## src/rtl/m72_pkg.sv

```systemverilog
// Shared definitions for the M72 memory subsystem.
//   arb_state_t : state encoding of the SDRAM port arbiter
//   SDR_ADDR_W  : SDRAM word address width (sdr_addr[24:1])
//   SDR_DATA_W  : SDRAM data width
package m72_pkg;

  typedef enum logic [0:0] {
    ARB_IDLE = 1'b0,
    ARB_WAIT = 1'b1
  } arb_state_t;

  localparam int SDR_ADDR_W = 24;
  localparam int SDR_DATA_W = 16;

endpackage

```

## src/rtl/sdram_port_arbiter_chk.sv

```systemverilog
// Protocol checker for sdram_port_arbiter (simulation-only properties).
// Ports (all inputs):
//   CLK_32M, reset_n          clock and asynchronous active-low reset
//   r0_req/r0_ack, r1_req/r1_ack  requester toggle pairs
//   sdr_req/sdr_ack           SDRAM-side toggle pair
//   busy                      arbiter transaction-outstanding flag
module sdram_port_arbiter_chk (
  input logic CLK_32M,
  input logic reset_n,
  input logic r0_req,
  input logic r0_ack,
  input logic r1_req,
  input logic r1_ack,
  input logic sdr_req,
  input logic sdr_ack,
  input logic busy
);

  // A pending requester may only toggle again once its ack has toggled.
  a_r0_no_retoggle: assert property (@(posedge CLK_32M) disable iff (!reset_n)
    (r0_req != r0_ack) |=> ((r0_req == $past(r0_req)) || (r0_ack != $past(r0_ack))));

  a_r1_no_retoggle: assert property (@(posedge CLK_32M) disable iff (!reset_n)
    (r1_req != r1_ack) |=> ((r1_req == $past(r1_req)) || (r1_ack != $past(r1_ack))));

  // With nothing outstanding the SDRAM toggle pair must be balanced.
  a_idle_balanced: assert property (@(posedge CLK_32M) disable iff (!reset_n)
    !busy |-> (sdr_req == sdr_ack));

endmodule

```

## src/rtl/sdram_port_arbiter.sv

```systemverilog
// Two-requester arbiter for one toggle-handshake SDRAM port.
// One transaction is in flight at a time; the winner's request is latched
// at grant and replayed upstream, and its ack toggle is returned on completion.
// Ports:
//   CLK_32M, reset_n                 clock, asynchronous active-low reset
//   rN_addr/rN_din/rN_wr_sel/rN_req  requester N request (wr_sel 00 = read)
//   rN_ack/rN_dout                   requester N ack toggle and read data
//   sdr_addr/sdr_din/sdr_wr_sel/sdr_req  SDRAM request side
//   sdr_ack/sdr_dout                 SDRAM ack toggle and read data
//   owner                            requester of current/last transaction
//   busy                             transaction outstanding
module sdram_port_arbiter
  import m72_pkg::*;
#(
  parameter int ADDR_W      = SDR_ADDR_W,
  parameter int DATA_W      = SDR_DATA_W,
  parameter int ROUND_ROBIN = 1
) (
  input  logic              CLK_32M,
  input  logic              reset_n,
  input  logic [ADDR_W-1:0] r0_addr,
  input  logic [DATA_W-1:0] r0_din,
  input  logic [1:0]        r0_wr_sel,
  input  logic              r0_req,
  output logic              r0_ack,
  output logic [DATA_W-1:0] r0_dout,
  input  logic [ADDR_W-1:0] r1_addr,
  input  logic [DATA_W-1:0] r1_din,
  input  logic [1:0]        r1_wr_sel,
  input  logic              r1_req,
  output logic              r1_ack,
  output logic [DATA_W-1:0] r1_dout,
  output logic [ADDR_W-1:0] sdr_addr,
  output logic [DATA_W-1:0] sdr_din,
  output logic [1:0]        sdr_wr_sel,
  output logic              sdr_req,
  input  logic              sdr_ack,
  input  logic [DATA_W-1:0] sdr_dout,
  output logic              owner,
  output logic              busy
);

  arb_state_t state_r;
  logic       pend0_s;
  logic       pend1_s;
  logic       win_s;
  logic       done_s;

  // Two-way winner select; 'last' is the previous owner, which doubles as
  // the round-robin pointer.
  function automatic logic pick_winner(input logic p0, input logic p1, input logic last);
    logic w;
    if (p0 && p1) begin
      if (ROUND_ROBIN != 0) begin
        w = ~last;
      end else begin
        w = 1'b0;
      end
    end else if (p1) begin
      w = 1'b1;
    end else begin
      w = 1'b0;
    end
    return w;
  endfunction

  // Pending flags, winner and completion detect.
  always_comb begin
    pend0_s = r0_req ^ r0_ack;
    pend1_s = r1_req ^ r1_ack;
    win_s   = pick_winner(pend0_s, pend1_s, owner);
    done_s  = (sdr_ack == sdr_req);
  end

  // Arbiter FSM with registered outputs.
  always_ff @(posedge CLK_32M or negedge reset_n) begin
    if (!reset_n) begin
      state_r    <= ARB_IDLE;
      r0_ack     <= 1'b0;
      r0_dout    <= '0;
      r1_ack     <= 1'b0;
      r1_dout    <= '0;
      sdr_addr   <= '0;
      sdr_din    <= '0;
      sdr_wr_sel <= 2'b00;
      sdr_req    <= 1'b0;
      owner      <= 1'b0;
      busy       <= 1'b0;
    end else begin
      case (state_r)
        ARB_IDLE: begin
          if (pend0_s || pend1_s) begin
            if (win_s) begin
              sdr_addr   <= r1_addr;
              sdr_din    <= r1_din;
              sdr_wr_sel <= r1_wr_sel;
            end else begin
              sdr_addr   <= r0_addr;
              sdr_din    <= r0_din;
              sdr_wr_sel <= r0_wr_sel;
            end
            sdr_req <= ~sdr_req;
            owner   <= win_s;
            busy    <= 1'b1;
            state_r <= ARB_WAIT;
          end
        end
        ARB_WAIT: begin
          if (done_s) begin
            // sdr_wr_sel still holds the granted request's enables.
            if (owner) begin
              r1_ack <= r1_req;
              if (sdr_wr_sel == 2'b00) begin
                r1_dout <= sdr_dout;
              end
            end else begin
              r0_ack <= r0_req;
              if (sdr_wr_sel == 2'b00) begin
                r0_dout <= sdr_dout;
              end
            end
            busy    <= 1'b0;
            state_r <= ARB_IDLE;
          end
        end
        default: begin
          busy    <= 1'b0;
          state_r <= ARB_IDLE;
        end
      endcase
    end
  end

  sdram_port_arbiter_chk u_chk (
    .CLK_32M (CLK_32M),
    .reset_n (reset_n),
    .r0_req  (r0_req),
    .r0_ack  (r0_ack),
    .r1_req  (r1_req),
    .r1_ack  (r1_ack),
    .sdr_req (sdr_req),
    .sdr_ack (sdr_ack),
    .busy    (busy)
  );

endmodule

```

## config.mk

```make
export PLATFORM = sky130hd
export DESIGN_NAME = sdram_port_arbiter
export DESIGN_NICKNAME = d
export VERILOG_FILES = /design/src/rtl/m72_pkg.sv /design/src/rtl/sdram_port_arbiter_chk.sv /design/src/rtl/sdram_port_arbiter.sv
export SDC_FILE = /design/constraint.sdc
export NUM_CORES = 1
export LEC_CHECK = 0
export CAP_MARGIN = 10
export CORE_ASPECT_RATIO = 1.4
export CORE_MARGIN = 4
export CORE_UTILIZATION = 39
export DETAILED_ROUTE_END_ITERATION = 8
export GPL_TIMING_DRIVEN = 0
export PLACE_DENSITY_LB_ADDON = 0.05
export REMOVE_ABC_BUFFERS = 1
export SLEW_MARGIN = 10
export SYNTH_ARGS = -nofsm -noshare
export SYNTH_HDL_FRONTEND = slang
export SYNTH_SLANG_ARGS = --single-unit
export TNS_END_PERCENT = 1
```

## constraint.sdc

```tcl
create_clock -name CLK_32M -period 2.49 [get_ports CLK_32M]
set_input_delay 0.498 -clock CLK_32M [delete_from_list [all_inputs] [get_ports CLK_32M]]
set_output_delay 0.498 -clock CLK_32M [all_outputs]
set_load 0.005 [all_outputs]
```

==> key figures <==
Synthesis
  • Gate count of the mapped netlist: 322
  • Mapped Area: 0.00339 mm²
  • Async set or reset register ratio after synthesis: 100%
  • Synth warnings: 0
  • Share of the yosys chip area belonging to registers: 59.1%
  • Largest area contributor in the synthesized netlist: dfrtp_1
  • Dominant register cell in the synthesized netlist: dfrtp_1
  • Most numerous cell in the Yosys netlist: nand2_1
  • Main area contributors after synthesis: dfrtp_1, nand2_1, mux2_2, a31oi_1, nor2_1
  • Synthesized area per cell: 10.5 µm²
  • Number of unique standard cell types used by synthesis: 21
  • Yosys top cell area share: 59.1%
  • Number of flops mapped to enable cells by yosys: 0
  • Most used standard cells in the synthesized netlist: nand2_1, dfrtp_1, nor2_1
  • Synth Register Bits: 80

Timing
  • Transition time at the pin with the least slew margin: 0.822 ns
  • Least setup slack across all paths after layout: 0.323 ns
  • Highest Clock Rate: 461 MHz
  • Crit path time final: 2.17 ns
  • Worst-case headroom to the max-slew limit: 45.1%
  • Unrepaired setup endpoints after global routing: false
  • Fraction of the cycle the final worst path needs: 87.0%
  • Total negative slack for setup checks: 0 ns
  • Hold violation total from the final report: 0
  • Fin. max-slew vios: 0
  • Skew final: 0.00784 ns
  • Final setup violating endpoints: 0

Status
  • Result of the run: completed

Floorplan
  • Number of top-level pins: 184
  • Die area: 0.0103 mm²
  • Die Y: 118 µm
  • Initial Util: 39.8%
  • Placeable Area: 0.00851 mm²
  • Die width: 86.8 µm
  • Floorplan row count: 40

Clock tree
  • Clock Pin Slew Worst Setup and Hold Paths: 0.06 ns
  • # clock sinks: 80
  • Clock tree from TritonCTS: built
  • Longest Clk Path Bufs: 2
  • CTS H-tree lvls: 3
  • Hold buffers post-CTS: 0
  • Root Driver: clkbuf_16
  • Cts bufs inserted: 9
  • Postcts setup bufs: 0
  • Source-to-sink clock delay at the later pin of the worst-skew pair: 0.33 ns

GRT
  • Initial antenna violation count: 0
  • Global Route Usage Sum: 18.9%
  • First-pass GRT wire length: 15.2 mm
  • Remaining global-route overflow: 0
  • Pin count of the biggest net entering global routing: 64
  • Vias in the first global route: 3147

Final layout
  • Share of layout cells above drive strength 1: 11.5%
  • Fin nets: 603
  • Number of antenna cells inserted: 0
  • Area growth from synthesis to layout: 66.9%

Worst setup path
  • Arrival time of the worst setup path: 2.38 ns
  • CP Launch Type: primary input
  • Type of destination of the critical path: flip-flop
  • Crit Path Class: in2reg
  • Max Fanout on Critical Path: 16
  • CP required: 2.70 ns

Placement
  • Detailed Place HPWL: 6.99 mm
  • GPL Wtd Cong: 0.748
  • Number of port buffers: 183
  • Worst slack, placed: -0.250 ns

Power and ir drop
  • Max IR drop VDD: 0.603 mV
  • Power Density: 1270 mW/mm²
  • Static leakage: 2.42 nW

Run
  • Maximum capacitance violations: 0

Detailed routing
  • Violation count after the first detailed-routing iteration: 96
  • Total DRC errors in the routed layout: 0
  • Via count of the routed design: 3015
  • Total routed wirelength: 9.36 mm
  • First-pass detailed-route iteration total: 4
  • Number of vias per cell: 4.96
  • WL/cell: 15.4 µm
  • Number of antenna-violating nets in the routed design: 0

Hold path
  • Type of the most critical hold path: in2async
## report_power, final
part           internal, mW  switching, mW
combinational          2.10           1.50
sequential             1.97          0.362
clock                 0.771          0.503
## routing by layer
layer,track usage (%),share of wire [%],vias to the layer above
met5,0,0,-
met4,9.06,3.2,0
met2,31.8,51,124
met1,20.9,37,1427
li1,-,-,1444
met3,6.28,9.4,20
## registers in the layout (all words and copies together), names as in the netlist
name,flops
busy,1
owner,1
r0_ack,1
r0_dout,16
r1_ack,1
r1_dout,16
sdr_addr,24
sdr_din,16
sdr_req,1
sdr_wr_sel,2
state_r,1
## worst paths after layout
| kind | from | endpoint | slack (ns) | cells past startpoint |
|---|---|---|---|---|
| min in group CLK_32M | r1_dout[4]$_DFFE_PN0P_ | r1_dout[4]$_DFFE_PN0P_ | 0.50 | 1 |
| setup reg to reg | sdr_req$_DFFE_PN0P_ | r1_dout[8]$_DFFE_PN0P_ | 0.48 | 4 |
| hold reg to reg | r1_dout[4]$_DFFE_PN0P_ | r1_dout[4]$_DFFE_PN0P_ | 0.50 | 1 |
| max in group asynchronous | reset_n | state_r$_DFF_PN0_ | 1.86 | 2 |
| hold / removal | reset_n | r1_dout[10]$_DFFE_PN0P_ | 0.04 | 1 |
| setup / recovery | sdr_ack | r1_dout[8]$_DFFE_PN0P_ | 0.32 | 5 |
## area by class of cell
class | instances | area, µm²
Clock buffer | 10 | 229
Clock inverter | 6 | 60.1
Fill cell | 736 | 2850
Inverter | 2 | 7.51
Timing Repair Buffer | 187 | 1930
Sequential cell | 80 | 2000
Multi-Input combinational cell | 218 | 1300
Tap cell | 105 | 131
## cells by family (layout without fill, tap and decap cells)
| logic type | Yosys count | count (layout) | synth area share (%) |
|---|---|---|---|
| mux | 34 | 34 | 12.4 |
| xor+xnor | 4 | 4 | 1.03 |
| compound gates | 48 | 48 | 9.01 |
| buf+inv | 24 | 205 | 3.65 |
| flops | 80 | 80 | 59.1 |
| simple gates | 132 | 132 | 14.8 |
## stage by stage
step	cells	hold slack (ns)	utilization, %	instance area, µm²	total power, mW
after floorplan	300	0.202	-	3270	3.82
after global placement	588	0.488	61.5	5240	5.54
after detailed placement	592	0.395	63.0	5360	6.01
after CTS	608	0.0362	66.4	5650	7.32
after global routing	608	0.0512	66.5	5660	7.75
final	608	0.0408	66.5	5660	7.21
## what timing repair did
action | CTS | global route
resized for setup | 0 | 2
endpoints found under the hold margin | 0 | 0
setup endpoints to repair | 0 | 6
## worst max-delay path, cell delays in order
cell and delay [ns]:
clkdlybuf4s50_1 0.41, xnor2_1 0.24, nand3_1 0.16, or3_1 0.65
mux2_2 0.40
## layout by cell type, fill, tap and decap left out, types with 2 or more instances in the layout
master / count
nand2_1: 86
mux2_4: 10
nor2_1: 43
buf_16: 3
mux2_2: 24
clkinv_2: 3
inv_1: 2
a31oi_1: 42
clkbuf_16: 9
clkdlybuf4s50_1: 182
clkinvlp_4: 2
xnor2_1: 3
dfrtp_1: 80
No activity file was read; power rests on OpenSTA's default activity.
